<file path="config.mk">
export PLATFORM = sky130hd
export DESIGN_NAME = datapath_pipe
export DESIGN_NICKNAME = d
export VERILOG_FILES = /design/src/rtl/datapath_pipe.sv
export SDC_FILE = /design/constraint.sdc
export NUM_CORES = 1
export LEC_CHECK = 0
export ABC_AREA = 1
export CAP_MARGIN = 20
export CORE_UTILIZATION = 45
export DETAILED_ROUTE_END_ITERATION = 8
export PLACE_DENSITY = 0.74
export SLEW_MARGIN = 20
export SYNTH_ARGS = -nofsm -noshare
export SYNTH_HDL_FRONTEND = slang
export SYNTH_SLANG_ARGS = --single-unit
export TNS_END_PERCENT = 5
</file>
<file path="constraint.sdc">
create_clock -name clk_main -period 3.63 [get_ports clk_main]
set_input_delay 0.5445 -clock clk_main [delete_from_list [all_inputs] [get_ports clk_main]]
set_output_delay 0.5445 -clock clk_main [all_outputs]
set_load 0.005 [all_outputs]
</file>
<file path="src/rtl/datapath_pipe.sv">
// Two-stage (EX/WB) CPU datapath: register file, ALU, forwarding
// and a req/ack memory port for loads and stores.
module datapath_pipe #(
    parameter int WIDTH = 16,
    parameter int NREG  = 16,
    parameter int PC_W  = 6,
    parameter int AW    = $clog2(NREG)
) (
    input  logic             clk_main,
    input  logic             reset_n,
    input  logic             in_valid,
    output logic             in_ready,
    input  logic [AW-1:0]    DR,
    input  logic [AW-1:0]    SA,
    input  logic [AW-1:0]    SB,
    input  logic [3:0]       FS,
    input  logic             MB,
    input  logic             MD,
    input  logic             MW,
    input  logic             MP,
    input  logic             RW,
    input  logic [PC_W-1:0]  PC,
    output logic             mem_req,
    output logic             mem_we,
    output logic [WIDTH-1:0] mem_addr,
    output logic [WIDTH-1:0] mem_wdata,
    input  logic             mem_ack,
    input  logic [WIDTH-1:0] mem_rdata,
    output logic             wb_valid,
    output logic [AW-1:0]    wb_dr,
    output logic [WIDTH-1:0] wb_data,
    output logic             z,
    output logic             n,
    output logic             c,
    output logic             v
);

    typedef enum logic {
        S_RUN = 1'b0,
        S_MEM = 1'b1
    } state_e;

    state_e           state_q, state_d;
    logic [WIDTH-1:0] rf_q [NREG];
    logic             wb_valid_q, wb_valid_d;
    logic [AW-1:0]    wb_dr_q, wb_dr_d;
    logic [WIDTH-1:0] wb_data_q, wb_data_d;
    logic             z_q, z_d, n_q, n_d, c_q, c_d, v_q, v_d;
    logic             mem_we_q, mem_we_d;
    logic [WIDTH-1:0] mem_addr_q, mem_addr_d;
    logic [WIDTH-1:0] mem_wdata_q, mem_wdata_d;
    logic [AW-1:0]    ld_dr_q, ld_dr_d;
    logic             ld_wr_q, ld_wr_d;

    logic             accept;
    logic [WIDTH-1:0] a_op, b_rf, b_op;
    logic [WIDTH-1:0] alu_f, bop;
    logic [WIDTH:0]   sum;
    logic             alu_c, alu_v, cin, arith;

    assign in_ready = (state_q == S_RUN);
    assign accept   = in_valid & in_ready;

    // The WB register has not reached the RF yet, so bypass it on a match.
    assign a_op = (wb_valid_q && wb_dr_q == SA) ? wb_data_q : rf_q[SA];
    assign b_rf = (wb_valid_q && wb_dr_q == SB) ? wb_data_q : rf_q[SB];
    assign b_op = MB ? WIDTH'({SA, SB}) : b_rf;

    always_comb begin
        alu_f = '0;
        alu_c = 1'b0;
        alu_v = 1'b0;
        bop   = '0;
        cin   = 1'b0;
        arith = 1'b0;
        unique case (FS)
            4'h0: alu_f = a_op;
            4'h1: begin arith = 1'b1; cin = 1'b1; end
            4'h2: begin arith = 1'b1; bop = b_op; end
            4'h3: begin arith = 1'b1; bop = b_op; cin = 1'b1; end
            4'h4: begin arith = 1'b1; bop = ~b_op; end
            4'h5: begin arith = 1'b1; bop = ~b_op; cin = 1'b1; end
            4'h6: begin arith = 1'b1; bop = '1; end
            4'h7: alu_f = a_op;
            4'h8: alu_f = a_op & b_op;
            4'h9: alu_f = a_op | b_op;
            4'hA: alu_f = a_op ^ b_op;
            4'hB: alu_f = ~a_op;
            4'hC: alu_f = b_op;
            4'hD: begin
                alu_f = b_op >> 1;
                alu_c = b_op[0];
            end
            4'hE: begin
                alu_f = b_op << 1;
                alu_c = b_op[WIDTH-1];
            end
            4'hF: alu_f = '0;
        endcase
        sum = {1'b0, a_op} + {1'b0, bop} + (WIDTH+1)'(cin);
        if (arith) begin
            alu_f = sum[WIDTH-1:0];
            alu_c = sum[WIDTH];
            alu_v = (a_op[WIDTH-1] == bop[WIDTH-1]) &&
                    (sum[WIDTH-1] != a_op[WIDTH-1]);
        end
    end

    always_comb begin
        state_d     = state_q;
        wb_valid_d  = 1'b0;
        wb_dr_d     = wb_dr_q;
        wb_data_d   = wb_data_q;
        z_d         = z_q;
        n_d         = n_q;
        c_d         = c_q;
        v_d         = v_q;
        mem_we_d    = mem_we_q;
        mem_addr_d  = mem_addr_q;
        mem_wdata_d = mem_wdata_q;
        ld_dr_d     = ld_dr_q;
        ld_wr_d     = ld_wr_q;
        unique case (state_q)
            S_RUN: begin
                if (accept && (MD || MW)) begin
                    state_d     = S_MEM;
                    mem_addr_d  = a_op;
                    mem_wdata_d = b_op;
                    mem_we_d    = MW;
                    ld_dr_d     = DR;
                    ld_wr_d     = MD & ~MW & RW;
                end else if (accept) begin
                    wb_valid_d = RW;
                    wb_dr_d    = DR;
                    wb_data_d  = MP ? WIDTH'(PC) : alu_f;
                    z_d        = (alu_f == '0);
                    n_d        = alu_f[WIDTH-1];
                    c_d        = alu_c;
                    v_d        = alu_v;
                end
            end
            S_MEM: begin
                if (mem_ack) begin
                    state_d = S_RUN;
                    if (ld_wr_q) begin
                        wb_valid_d = 1'b1;
                        wb_dr_d    = ld_dr_q;
                        wb_data_d  = mem_rdata;
                    end
                end
            end
        endcase
    end

    always_ff @(posedge clk_main or negedge reset_n) begin
        if (!reset_n) begin
            state_q     <= S_RUN;
            wb_valid_q  <= 1'b0;
            wb_dr_q     <= '0;
            wb_data_q   <= '0;
            z_q         <= 1'b0;
            n_q         <= 1'b0;
            c_q         <= 1'b0;
            v_q         <= 1'b0;
            mem_we_q    <= 1'b0;
            mem_addr_q  <= '0;
            mem_wdata_q <= '0;
            ld_dr_q     <= '0;
            ld_wr_q     <= 1'b0;
            for (int i = 0; i < NREG; i++) rf_q[i] <= '0;
        end else begin
            state_q     <= state_d;
            wb_valid_q  <= wb_valid_d;
            wb_dr_q     <= wb_dr_d;
            wb_data_q   <= wb_data_d;
            z_q         <= z_d;
            n_q         <= n_d;
            c_q         <= c_d;
            v_q         <= v_d;
            mem_we_q    <= mem_we_d;
            mem_addr_q  <= mem_addr_d;
            mem_wdata_q <= mem_wdata_d;
            ld_dr_q     <= ld_dr_d;
            ld_wr_q     <= ld_wr_d;
            if (wb_valid_q) rf_q[wb_dr_q] <= wb_data_q;
        end
    end

    assign mem_req   = (state_q == S_MEM);
    assign mem_we    = mem_we_q;
    assign mem_addr  = mem_addr_q;
    assign mem_wdata = mem_wdata_q;
    assign wb_valid  = wb_valid_q;
    assign wb_dr     = wb_dr_q;
    assign wb_data   = wb_data_q;
    assign z         = z_q;
    assign n         = n_q;
    assign c         = c_q;
    assign v         = v_q;

endmodule
</file>
# Word level (Yosys, flattened, before mapping)
# Cells that the tools add are included.
# op_classes
add_sub_neg	2
n_lt_le_gt_ge	4
reduce_logical	16
n_eq_ne	22
n_bitwise	14
n_mux	39
# ops
op	n
bitwise mux 256 bit	1
two-way mux 16 bit	14
binary-select mux 16 bit (select 4 bit)	2
one-hot mux 16 bit (8 select lines)	1
demux 16 bit (select 4 bit)	1
one-hot mux 16 bit (3 select lines)	1
inverter 16 bit	2
one-hot mux 16 bit (2 select lines)	1
equality test 4 bit, second input constant	7
adder 16 x 16 -> 17 bit	1
adder 17 x 1 -> 17 bit	1
bitwise AND 16 bit	1
equality test 4 x 3 -> 1 bit, second input constant	4
logical NOT 16 bit	1
two-way mux 4 bit	4
OR 16 bit	1
XOR 16 bit	1
>= comparator 5 bit, second input constant	3
inverter 4 -> 5 bit	3
two-way mux 1 bit	10
equality test 4 x 2 -> 1 bit, second input constant	2
equality test 4 bit	2
one-hot mux 4 bit (2 select lines)	1
one-hot mux 1 bit (2 select lines)	3
other kinds (17)	29
# word_totals
register_bits	320

# Logic depth before layout (Yosys ltp)
# Gate-level depths: netlist (run 1).
# logic_depth
depth_word	15
ltp_mapped	31

# Worst setup path before layout (run 1)
# OpenSTA, ideal clock, no wires.
# synth_timing
kind	input-to-reg
from	input SB[1]
to	register z_q, in the netlist z
setup_slack_ns	-0.071
arrival_ns	3.636
required_ns	3.565
path_stages	29
path_cell_list	buf_2 -> inv_2 -> buf_1 -> o211ai_1 -> nand3_1 -> nand3_1 -> nand3_1 -> nand2_1 -> nand2_2 -> a21oi_1 -> o21ai_0 -> fa_1 -> inv_1 -> fa_1 -> inv_1 -> nand3_1 -> nand2_1 -> a21boi_0 -> o21ai_0 -> nand3_1 -> nand2_1 -> nand2_1 -> nand3_1 -> nand3_1 -> nor2_1 -> nand2_1 -> nor2_1 -> nand3_1 -> nand2_1
# synth_via
elab_chain_cells	12
word_cells_on_any_way	18
classes_between	2 x add/sub; 1 x eq/ne; 8 x mux; 5 x bitwise; 2 x reduce/logical
# synth_lines
item	line	text
from (decl)	15	input logic [AW-1:0] SB,
inverter 4 -> 5 bit (implied by the code)	66	assign b_rf = (wb_valid_q && wb_dr_q == SB) ? wb_data_q : rf_q[SB];
binary-select mux 16 bit (select 4 bit)	66	
two-way mux 16 bit (implied by the code) (2 in a row)	66	
two-way mux 16 bit *	66	
two-way mux 16 bit *	67	assign b_op = MB ? WIDTH'({SA, SB}) : b_rf;
net b_op[0]	56	logic [WIDTH-1:0] a_op, b_rf, b_op;
inverter 16 bit	81, 82	
one-hot mux 16 bit (3 select lines)	76	unique case (FS)
adder 16 x 16 -> 17 bit	100	sum = {1'b0, a_op} + {1'b0, bop} + (WIDTH+1)'(cin);
adder 17 x 1 -> 17 bit	100	
two-way mux 16 bit *	101	if (arith) begin
logical NOT 16 bit *	136	z_d = (alu_f == '0);
to (signal assigned)	176	z_q <= z_d;
to (decl)	48	logic z_q, z_d, n_q, n_d, c_q, c_d, v_q, v_d;
# The timed path passes the listed nets; every way through them passes the cells marked *. The select of a mux whose other input is x is not followed.
# A chain may end at the register's enable or synchronous reset.

# Final worst setup path (run 1)
# layout_timing
from	register wb_valid_q, in the netlist wb_valid
to	register z_q, in the netlist z
# layout_via
word_cells_on_any_way	16
classes_between	2 x add/sub; 6 x mux; 5 x bitwise; 3 x reduce/logical
# layout_lines
item	line	text
from (decl)	45	logic wb_valid_q, wb_valid_d;
from (signal assigned)	173	wb_valid_q <= wb_valid_d;
logical AND 1 bit *	65	assign a_op = (wb_valid_q && wb_dr_q == SA) ? wb_data_q : rf_q[SA];
two-way mux 16 bit *	65	
net a_op[7]	56	
adder 16 x 16 -> 17 bit (tied with other cells)	100	
adder 17 x 1 -> 17 bit or one-hot mux 16 bit (8 select lines) (tied branches)	100, 76	
two-way mux 16 bit *	101	
logical NOT 16 bit *	136	
# The timed path passes the listed nets; every way through them passes the cells marked *.

==> summary.txt, run 1 <==
Logic synthesis
  – Synth unique cells: 44
  – Number of synthesized flops with an enable pin: 0
  – Dominant cells by area after synthesis: dfrtp_1 40%, nand2_1 14%, o21ai_0 11%, nand3_1 7.8%, o211ai_1 4.8%
  – Mapped Area: approximately 20000 um2
  – Sequential-to-total area share from yosys stat: 39.7%
  – Yosys reg bits: 320
  – Top-count cell post-synth: nand2_1
  – Synth Instances: between 2000 and 3000
  – Fraction of registers with async set/reset: between 90% and 100%
  – Ys Warns: 0
  – Top FF cell, synth: dfrtp_1
  – Synth area leader: dfrtp_1
  – Synth cell count leaders: 746 x nand2_1, 425 x o21ai_0, 320 x dfrtp_1
  – Mapped Nets: 2949
  – Post-synthesis area per instance: 7.06 um2
  – Post-synth top area share: between 30% and 40%

Cells and area
  – Post-Route Utilization: 57.5%
  – Final Net Count: 3247
  – Fill cells: 4159
  – Area Growth Syn to Fin: 26.2%
  – Layout cells sized above 1: 16.9%
  – # diodes: 0

Timing
  – Clock Skew: 0.0383 ns
  – Setup TNS Final: 0 ns
  – Max frequency: around 280 MHz
  – Tcrit/Tclk final: 97.6%
  – Worst Tran Pin Value: 0.893 ns
  – Slew Limit Fails: 0
  – Final Hold Fails: 0
  – Final setup vio count: 0
  – WHS: 0.0161 ns
  – Rel. slew slack: 40.4%
  – Unrepaired setup endpoints after global routing: yes
  – Min Clock Period, post-route: 3.54 ns

Worst setup path
  – Crit path kind: flip-flop to flip-flop
  – Startpoint Class: flip-flop
  – Crit path max fanout: 11
  – Critical Path AT: 4.03 ns
  – CP Capture Type: flip-flop
  – FF-to-FF path depth: 24
  – CP required: 4.12 ns

Global route
  – First-pass GRT wire length: 121000 um
  – Antenna violations before repair: 1
  – GRT overflow: 0
  – Gr usage total: 35.1%
  – Number of global-route vias before repair: 20900
  – Largest net degree at the start of global routing: 90

Place
  – GP Congestion: 1.00
  – Final HPWL DP: 56000 um
  – Port bufs: 106

Power
  – Maximum VDD drop: about 0.45 mV
  – Reg power frac: 37.5%
  – Internal power: 9.61 mW
  – P_sw: 6.18 mW
  – PwrDens: roughly 620 nW/um2
  – Combinational group share of total power: 37.5%
  – Sw frac: between 30% and 40%
  – Leak Pwr: 12.2 nW
  – Clock share of power: 25.0%

Drt
  – Vias/cell: 5.79
  – DRC Markers: 0
  – DR WL/cell: 21.1 um
  – Via count: around 22000
  – Pre-antenna DRT Iters: 7
  – Post-Route WL: 79500 um
  – Final ANT Viol Nets: 0
  – Initial DRC count: 2316

Job
  – Max cap viols: 0

Clock tree
  – Skew-Pair Late Insertion Delay: 0.61 ns
  – Clk slew on worst S/H paths: 0.06 ns
  – Total CTS buffers: 39
  – Clock Sinks: 320
  – CTS max path bufs: 3
  – H-tree depth: 2
  – CTS tree: built
  – Clk root buf: clkbuf_16

Floorplan
  – # IOs: 107
  – Initial Utilization: 45.6%
  – Number of core rows: 77
  – DIE WIDTH: 214 um
  – Core area: between 40000 and 50000 um2
  – DIE AREA: 45600 um2
  – Die Ht: between 200 and 250 um

Worst hold path
  – Worst min path class: input pin to async pin

Run status
  – Status: completed
-- critical path: stages, from the launching register on --
cell and delay, ns:
dfrtp_2 0.47, buf_4 0.15, o21ai_1 0.07, a21oi_2 0.14
nand2_1 0.11, nor2_4 0.11, buf_4 0.16, buf_4 0.21
buf_4 0.17, nand2_1 0.07, nand2_1 0.12, ha_1 0.27
buf_4 0.16, a21oi_4 0.18, o21ai_0 0.14, nand2_1 0.10
o2111ai_2 0.14, a21oi_1 0.15, o21ai_1 0.10, nand3_1 0.13
nor2_1 0.05, nand2_1 0.06, nor2_1 0.04, nand3_1 0.07
nand2_1 0.05
-- metal layers --
metal  wire, um  GRT usage, %  vias up
li1           -             -    10100
met5         10             0        -
met2      35700          54.8     1086
met4       4370          18.5        2
met3       6970          6.30      269
met1      32400          46.5    10400
-- power groups by stage --
stage / Combinational (mW) / Clock [mW] / Sequential, mW
floorplan: 3.11 / 0 / 5.62
global placement: 5.49 / 0 / 5.86
detailed placement: 5.64 / 0 / 5.92
CTS: 5.68 / 3.99 / 5.88
global route: 6.58 / 4.14 / 6.06
finish: 5.91 / 3.94 / 5.93
-- flip-flops by register name, indices dropped and copies added, names as in the netlist, 4 cells and up --
register	flops
rf_q	256
wb_dr	4
mem_wdata	16
mem_addr	16
wb_data	16
ld_dr_q	4
-- path summary, 6_finish.rpt --
kind,end,startpoint,slack [ns]
max,z$_DFFE_PN0P_,wb_valid$_DFF_PN0_,0.09
min in group clk_main,mem_we$_DFFE_PN0P_,mem_we$_DFFE_PN0P_,0.48
min reg2reg,mem_we$_DFFE_PN0P_,mem_we$_DFFE_PN0P_,0.48
min,mem_wdata[1]$_DFFE_PN0P_,reset_n,0.02
max reg2reg,z$_DFFE_PN0P_,wb_valid$_DFF_PN0_,0.09
max in group asynchronous,wb_dr[0]$_DFFE_PN0P_,reset_n,2.64
-- cell type report --
class                      count  area (um2)  share of cell area, %
multi-input combinational   2069       10500                   41.2
sequential                   320        8010                   31.5
timing repair buffer         462        3920                   15.4
clock buffer                  55        1160                   4.55
inverter                     259         973                   3.83
tap                          592         741                   2.91
clock inverter                14         134                  0.527
-- layout by cell type, fill, tap and decap left out, types with 4 or more instances in the layout --
cell type          n
a21oi_1          138
a21oi_2            8
a221oi_1          15
a22oi_1            7
buf_12            13
buf_4            341
buf_6              4
clkbuf_1           4
clkbuf_16         39
clkbuf_8          12
clkdlybuf4s50_1   98
clkinv_2           9
dfrtp_1          316
dfrtp_2            4
ha_1              44
inv_1            243
inv_2             12
nand2_1          736
nand2_2           17
nand3_1          302
nand3_2           17
nor2_1           152
nor2_2            14
o211ai_1         130
o21ai_0          410
o21ai_1           16
o21ai_2            6
o22ai_1            7
or2_2              4
-- cell families after synthesis --
logic type	count (synthesis)	synth area share, %
buffers and inverters	464	9.89
adder cells (fa/ha/maj)	49	3.12
AO/OA/AOI/OAI	760	21.2
AND/OR/NAND/NOR	1257	25.9
flip-flops	320	39.7
XOR/XNOR	3	0.130
-- stage by stage --
step	setup WS (ns)	area, um2	power [mW]	std cells
global placement	-0.670	23600	11.4	3687
global route	-0.167	25400	16.8	3771
finish	0.0854	25400	15.8	3771
CTS	0.00106	25000	15.6	3756
floorplan	0.0370	20100	8.73	2853
detailed placement	-0.685	23600	11.6	3687
-- what timing repair did --
| item | CTS | global route |
|---|---|---|
| gates resized for setup | 11 | 100 |
| hold endpoints to repair | 0 | 0 |
| setup buffers | 0 | 14 |
| pin swaps | 0 | 41 |
| hold buffers | 0 | 0 |
| setup endpoints to repair | 10 | 19 |
(Power assumes the default switching activity.)
==> run 2, diff against run 1 <==
--- a/config.mk
+++ b/config.mk
@@ -10,6 +10,7 @@
 export CORE_UTILIZATION = 45
 export DETAILED_ROUTE_END_ITERATION = 8
 export PLACE_DENSITY = 0.74
+export SETUP_SLACK_MARGIN = 0.02
 export SLEW_MARGIN = 20
 export SYNTH_ARGS = -nofsm -noshare
 export SYNTH_HDL_FRONTEND = slang
==> run 2 against run 1 <==
  * Clock power barely moved
  * Cell area about the same
  * Sequential power hardly changed
  * Final cell count is the same
  * Register-to-register slack is essentially flat
  * Global-route usage stayed put
  * Total power hardly changed
  * Clock skew decreased by 0.0034 ns
  * Sequential share of layout area barely moved
  * Setup slack lost 0.0052 ns
  * Critical path type is now input pin to flip-flop
==> summary.txt, run 2 (same netlist as run 1, synthesis figures left out) <==
Run status
  – Status: completed

Worst setup path
  – Worst reg2reg startpoint: wb_dr[1]$_DFFE_PN0P_
  – CP required: 4.16 ns (+0.04 ns)
  – Crit path kind: input pin to flip-flop
  – FF-to-FF setup slack: 0.09 ns (about the same)
  – Critical Path AT: 4.08 ns (+0.05 ns)
  – Startpoint Class: input pin
  – FF-to-FF path depth: 25 (+4.2%)
  – CP Capture Type: flip-flop
  – Reg-to-reg endpoint: z$_DFFE_PN0P_
  – Crit path max fanout: 8 (-3)

Cells and area
  – # diodes: 0 (unchanged)
  – Layout cells sized above 1: 16.9% (+0.031 points)
  – Top reg by flops: rf_q
  – Area Growth Syn to Fin: 26.2% (about the same)
  – Commonest cells after routing, fill and taps aside: 736 x nand2_1, 410 x o21ai_0, 341 x buf_4
  – Fill cells: 4161 (+0.048%)
  – Number of flip-flops under the largest register name: 256 (unchanged)
  – Most common cell after layout, fill and taps aside: nand2_1
  – Final Net Count: 3247 (unchanged)

Place
  – Port bufs: 106 (unchanged)
  – Final HPWL DP: 56000 um (unchanged)
  – Pre-CTS setup slack: -0.685 ns (unchanged)
  – GP Congestion: 1.00 (unchanged)

Global route
  – Gr usage total: 35.1% (unchanged)
  – Grt met2 use: 54.8% (unchanged)
  – Largest net degree at the start of global routing: 90 (unchanged)
  – Number of global-route vias before repair: 20900 (unchanged)
  – GR Layer Usage met1: 46.5% (unchanged)
  – GRT overflow: 0 (unchanged)
  – Most Crowded Layer GR: met2
  – Met3 GRT Util: 6.30% (unchanged)
  – First-pass GRT wire length: 121000 um (unchanged)
  – Antenna violations before repair: 1 (unchanged)

Clock tree
  – Clk root buf: clkbuf_16
  – CTS max path bufs: 3 (unchanged)
  – H-tree depth: 2 (unchanged)
  – CTS tree: built
  – Total CTS buffers: 39 (unchanged)
  – Clock Sinks: 320 (unchanged)
  – Skew-Pair Late Insertion Delay: 0.60 ns (about the same)
  – Clk slew on worst S/H paths: 0.06 ns (about the same)

Drt
  – DR WL/cell: 21.0 um (-0.14%)
  – Vias/cell: 5.78 (-0.28%)
  – Initial DRC count: 2295 (-0.91%)
  – Final ANT Viol Nets: 0 (unchanged)
  – Via count: 21800 (-0.28%)
  – Post-Route WL: 79300 um (-0.14%)
  – Pre-antenna DRT Iters: 5 (-2)
  – DRC Markers: 0 (unchanged)

Power
  – Total power: 15.8 mW (about the same)
  – Maximum VDD drop: 0.451 mV (+0.40%)
  – Leak Pwr: 12.2 nW (about the same)
  – PwrDens: 621 nW/um2 (about the same)

Timing
  – Max frequency: 282 MHz (-0.15%)
  – Worst Tran Pin Value: 0.913 ns (+0.0202 ns)
  – Slew Limit Fails: 0 (unchanged)
  – Min Clock Period, post-route: 3.55 ns (+0.00517 ns)
  – Final setup vio count: 0 (unchanged)
  – Tcrit/Tclk final: 97.8% (+0.14 points)
  – Unrepaired setup endpoints after global routing: yes
  – Clock Skew: 0.0349 ns (-0.00335 ns)
  – Min setup slack post-route: 0.0803 ns (-0.00517 ns)
  – Final Hold Fails: 0 (unchanged)
  – Rel. slew slack: 39.1% (-1.3 points)
  – WHS: 0.0185 ns (+0.00236 ns)
  – Setup TNS Final: 0 ns (unchanged)

Floorplan
  – DIE AREA: 45600 um2 (unchanged)
  – Die Ht: 214 um (unchanged)
  – Initial Utilization: 45.6% (unchanged)
  – DIE WIDTH: 214 um (unchanged)
  – Number of core rows: 77 (unchanged)
  – # IOs: 107 (unchanged)
  – Core area: 44200 um2 (unchanged)

Worst hold path
  – Worst min path class: input pin to async pin

Job
  – Max cap viols: 0 (unchanged)
==> run 2: cell counts in the layout (fill, tap and decap cells not counted) <==
Identical to the previous run, type by type.
==> run 2: critical path, stage by stage <==
cell             delay (ns)
clkdlybuf4s50_1        0.53
buf_4                  0.23
o22ai_2                0.23
nand3b_4               0.18
buf_4                  0.18
nand3_2                0.13
nand2_1                0.11
inv_1                  0.07
ha_2                   0.40
buf_4                  0.14
nand3_2                0.09
nand2_4                0.09
a21boi_4               0.08
o21ai_4                0.24
nand3_2                0.10
nand2_1                0.07
nand2_1                0.06
nand3_2                0.07
nand3_2                0.09
nor2_2                 0.11
nand2_1                0.07
nor2_1                 0.12
nand3_1                0.08
nand2_1                0.06
==> run 2: what timing repair did <==
item	in CTS	in global routing
hold buffers	0	0
endpoints found under the setup margin	11	19
pin swaps	0	41
buffers inserted	0	14
resized for setup	13	99
==> run 2: cell type report <==
| class | count | area (um2) | area share (%) |
|---|---|---|---|
| multi-input combinational | 2069 | 10500 | 41.2 |
| sequential | 320 | 8010 | 31.5 |
| timing repair buffer | 462 | 3920 | 15.4 |
| clock buffer | 55 | 1160 | 4.55 |
| inverter | 259 | 973 | 3.83 |
| tap | 592 | 741 | 2.91 |
| clock inverter | 14 | 134 | 0.527 |
==> run 2: power breakdown <==
group	total [mW]	switching, mW	leakage, nW	internal [mW]
combinational	5.92	3.44	7.35	2.47
sequential	5.93	1.04	4.22	4.88
clock	3.95	1.70	0.638	2.25
total	15.8	6.18	12.2	9.61
==> run 2: worst max path at each step <==
stage / from / end / slack (ns)
5_1_grt: wb_dr[0]$_DFFE_PN0P_ / z$_DFFE_PN0P_ / -0.17
6_report: SA[3] / z$_DFFE_PN0P_ / 0.08
3_3_place_gp: SA[3] / z$_DFFE_PN0P_ / -0.67
4_1_cts: wb_dr[3]$_DFFE_PN0P_ / z$_DFFE_PN0P_ / 0.03
2_1_floorplan: SB[1] / z$_DFFE_PN0P_ / 0.04
3_5_place_dp: SA[3] / z$_DFFE_PN0P_ / -0.69
==> run 2: stage by stage <==
step / instances / util [%] / cell area (um2)
finish: 3771 / 57.5 / 25400
CTS: 3756 / 56.5 / 25000
detailed placement: 3687 / 53.5 / 23600
global route: 3771 / 57.5 / 25400
floorplan: 2853 / - / 20100
global placement: 3687 / 53.5 / 23600
==> run 2: per-layer routing <==
metal  part of all wire (%)  vias up
met5                  0.013        -
met4                    5.4        2
met3                    7.9      262
met2                     45     1007
met1                     42    10400
li1                       -    10100
==> run 3, diff against run 2 <==
--- a/config.mk
+++ b/config.mk
@@ -7,9 +7,10 @@
 export LEC_CHECK = 0
 export ABC_AREA = 1
 export CAP_MARGIN = 20
-export CORE_UTILIZATION = 45
+export CORE_ASPECT_RATIO = 0.5
+export CORE_UTILIZATION = 35
 export DETAILED_ROUTE_END_ITERATION = 8
-export PLACE_DENSITY = 0.74
+export PLACE_DENSITY = 0.62
 export SETUP_SLACK_MARGIN = 0.02
 export SLEW_MARGIN = 20
 export SYNTH_ARGS = -nofsm -noshare
==> run 3 against run 2 <==
  * The flow now finishes with violations (hold timing)
  * Sequential power decreased by 0.8%
  * Setup slack got worse by 0.072 ns
  * Total power rose by 1.3%
  * Count of clock-buffer cells in the layout down 9
  * Cell area grew 2.3%
  * Non-clock buffer count shrank 4
  * Flip-flop and latch count unchanged
  * Final cell count grew 4.1%
  * Via count down 0.15%
  * Wire length grew 6.7%
  * Sequential share of layout area down 0.73 points
  * First-iteration DRC count grew 30%
  * Critical path type is now flip-flop to flip-flop
  * Largest power group is now combinational cells
==> summary.txt, run 3 (same netlist as run 1, synthesis figures left out) <==
Run status
  – Status: complete, but fails checks
  – Failing checks: hold timing

Power
  – Maximum VDD drop: 0.243 mV (-46%)
  – Leak Pwr: 12.3 nW (+0.44%)
  – Total power: 16.0 mW (+1.3%)
  – PwrDens: 615 nW/um2 (-1.0%)

Worst setup path
  – Critical Path AT: 4.09 ns (about the same)
  – CP Capture Type: flip-flop
  – CP required: 4.10 ns (-0.06 ns)
  – Crit path max fanout: 7 (-1)
  – Startpoint Class: flip-flop
  – Crit path kind: flip-flop to flip-flop

Drt
  – Via count: 21800 (-0.15%)
  – Post-Route WL: 84700 um (+6.7%)
  – Vias/cell: 5.54 (-4.1%)
  – Final ANT Viol Nets: 0 (unchanged)
  – DR WL/cell: 21.6 um (+2.5%)
  – Initial DRC count: 2988 (+30%)
  – Pre-antenna DRT Iters: 6 (+1)
  – DRC Markers: 0 (unchanged)

Floorplan
  – DIE AREA: 58600 um2 (+28%)
  – DIE WIDTH: 341 um (+60%)
  – Die Ht: 172 um (-20%)
  – # IOs: 107 (unchanged)
  – Number of core rows: 61 (-21%)
  – Initial Utilization: 35.9% (-9.7 points)
  – Core area: 56200 um2 (+27%)

Global route
  – Largest net degree at the start of global routing: 91 (+1.1%)
  – Antenna violations before repair: 4 (+3)
  – Gr usage total: 28.1% (-7.0 points)
  – First-pass GRT wire length: 124000 um (+2.4%)
  – GRT overflow: 0 (unchanged)
  – Number of global-route vias before repair: 19600 (-6.5%)

Clock tree
  – CTS max path bufs: 3 (unchanged)
  – Clock Sinks: 320 (unchanged)
  – Clk root buf: clkbuf_16
  – Total CTS buffers: 35 (-10%)
  – Cts hold-fix bufs: 0 (unchanged)
  – CTS tree: built
  – H-tree depth: 2 (unchanged)
  – Clk slew on worst S/H paths: 0.07 ns (about the same)
  – Skew-Pair Late Insertion Delay: 0.56 ns (-0.04 ns)

Cells and area
  – Commonest cells after routing, fill and taps aside: 709 x nand2_1, 407 x o21ai_0, 322 x buf_4
  – Final Net Count: 3239 (-0.25%)
  – Most common cell after layout, fill and taps aside: nand2_1
  – Top reg by flops: rf_q
  – Layout cells sized above 1: 18.5% (+1.5 points)
  – Fill cells: 5656 (+36%)
  – Area Growth Syn to Fin: 29.1%
  – Final instance area: 26000 um2 (+2.3%)
  – Number of flip-flops under the largest register name: 256 (unchanged)
  – Finished Layout Cells: 3926 (+4.1%)
  – Post-Route Utilization: 46.3% (-11 points)

Place
  – Port bufs: 106 (unchanged)
  – GP Congestion: 0.994 (-0.95%)
  – Final HPWL DP: 59900 um (+6.9%)
  – Pre-CTS setup slack: -0.842 ns (-0.156 ns)
  – DP Cell Count: 3844 (+4.3%)
  – Area of placed instances: 24000 um2 (+1.3%)

Timing
  – Setup TNS Final: 0 ns (unchanged)
  – Final Hold Fails: 8 (+8)
  – Rel. slew slack: 24.6% (-15 points)
  – Tcrit/Tclk final: 99.8% (+2.0 points)
  – Final setup vio count: 0 (unchanged)
  – Clock Skew: 0.0422 ns (+0.00726 ns)
  – Max frequency: 276 MHz (-2.0%)
  – WHS: -0.00904 ns (-0.0275 ns)
  – Slew Limit Fails: 0 (unchanged)
  – Unrepaired setup endpoints after global routing: yes
  – Min Clock Period, post-route: 3.62 ns (+0.0716 ns)
  – Worst Tran Pin Value: 1.13 ns (+0.214 ns)
  – Min setup slack post-route: 0.00873 ns (-0.0716 ns)

Job
  – Max cap viols: 0 (unchanged)

Worst hold path
  – Worst min path class: input pin to async pin
run 3: cell types whose count changed in the layout (fill, tap and decap cells not counted), moves of 6 or more:
cell,previous run,this run
nand2_2,17,40
nor2_4,2,8
nor2_1,152,146
clkbuf_8,12,5
nand3_2,18,24
buf_12,13,24
nand3_1,301,292
buf_4,341,322
nand2_1,736,709
a21oi_1,138,130
run 3: layer usage:
| layer | part of all wire (%) | vias to the layer above | track usage [%] | wire (um) |
|---|---|---|---|---|
| li1 | - | 10100 | - | - |
| met1 | 42 | 10300 | 38.8 | 35700 |
| met2 | 43 | 1183 | 43.2 | 36700 |
| met3 | 12 | 173 | 6.72 | 9740 |
| met4 | 3.0 | 0 | 8.68 | 2550 |
| met5 | 0 | - | 0 | 0 |
run 3: repair_timing:
| action | 4_1_cts | 5_1_grt |
|---|---|---|
| gates cloned | 0 | 1 |
| resized for setup | 33 | 158 |
| setup endpoints to repair | 14 | 20 |
| setup buffers | 1 | 16 |
| pin swaps | 4 | 66 |
run 3: critical path, stage by stage, from the launching register on:
cell and delay, ns:
dfrtp_1 0.43, nand2_1 0.11, nand2_2 0.07, a21oi_4 0.14, nand3_4 0.18, buf_12 0.20
buf_12 0.12, nor2_1 0.08, nor2_1 0.06, nand2_2 0.10, nand2_1 0.10, a21oi_1 0.13
o21ai_0 0.11, ha_2 0.42, nand2_2 0.11, buf_4 0.15, o21ai_2 0.16, nand3_1 0.12
nand2_1 0.07, nand2_1 0.06, nand3_2 0.07, nand3_2 0.08, nor2_1 0.11, nand2_1 0.06
nor2_1 0.10, nand3_1 0.07, nand2_1 0.09
run 3: layout make-up:
| class | count | area (um2) | area share, % |
|---|---|---|---|
| multi-input cells | 2069 | 10800 | 41.6 |
| flip-flops and latches | 320 | 8010 | 30.8 |
| repair buffers | 458 | 4040 | 15.5 |
| clock buffers | 46 | 988 | 3.80 |
| inverters | 259 | 976 | 3.75 |
| well taps | 756 | 946 | 3.64 |
| clock inverters | 17 | 229 | 0.881 |
| diodes | 1 | 2.50 | 0.00962 |
run 3: final timing paths:
| path | from | end | slack [ns] | depth (start not counted) |
|---|---|---|---|---|
| setup / recovery | wb_dr[0]$_DFFE_PN0P_ | z$_DFFE_PN0P_ | 0.009 | 26 |
| hold reg to reg | mem_we$_DFFE_PN0P_ | mem_we$_DFFE_PN0P_ | 0.48 | 2 |
| max in group asynchronous | reset_n | rf_q[72]$_DFFE_PN0P_ | 2.61 | 2 |
| min in group clk_main | mem_we$_DFFE_PN0P_ | mem_we$_DFFE_PN0P_ | 0.48 | 2 |
| setup reg to reg | wb_dr[0]$_DFFE_PN0P_ | z$_DFFE_PN0P_ | 0.009 | 26 |
| hold / removal | reset_n | mem_addr[12]$_DFFE_PN0P_ | -0.009 | 1 |
run 3: report_power, final:
| part | switching (mW) | internal, mW |
|---|---|---|
| Clock | 1.64 | 2.23 |
| Combinational | 3.74 | 2.50 |
| Sequential | 0.998 | 4.88 |
| Total | 6.38 | 9.61 |
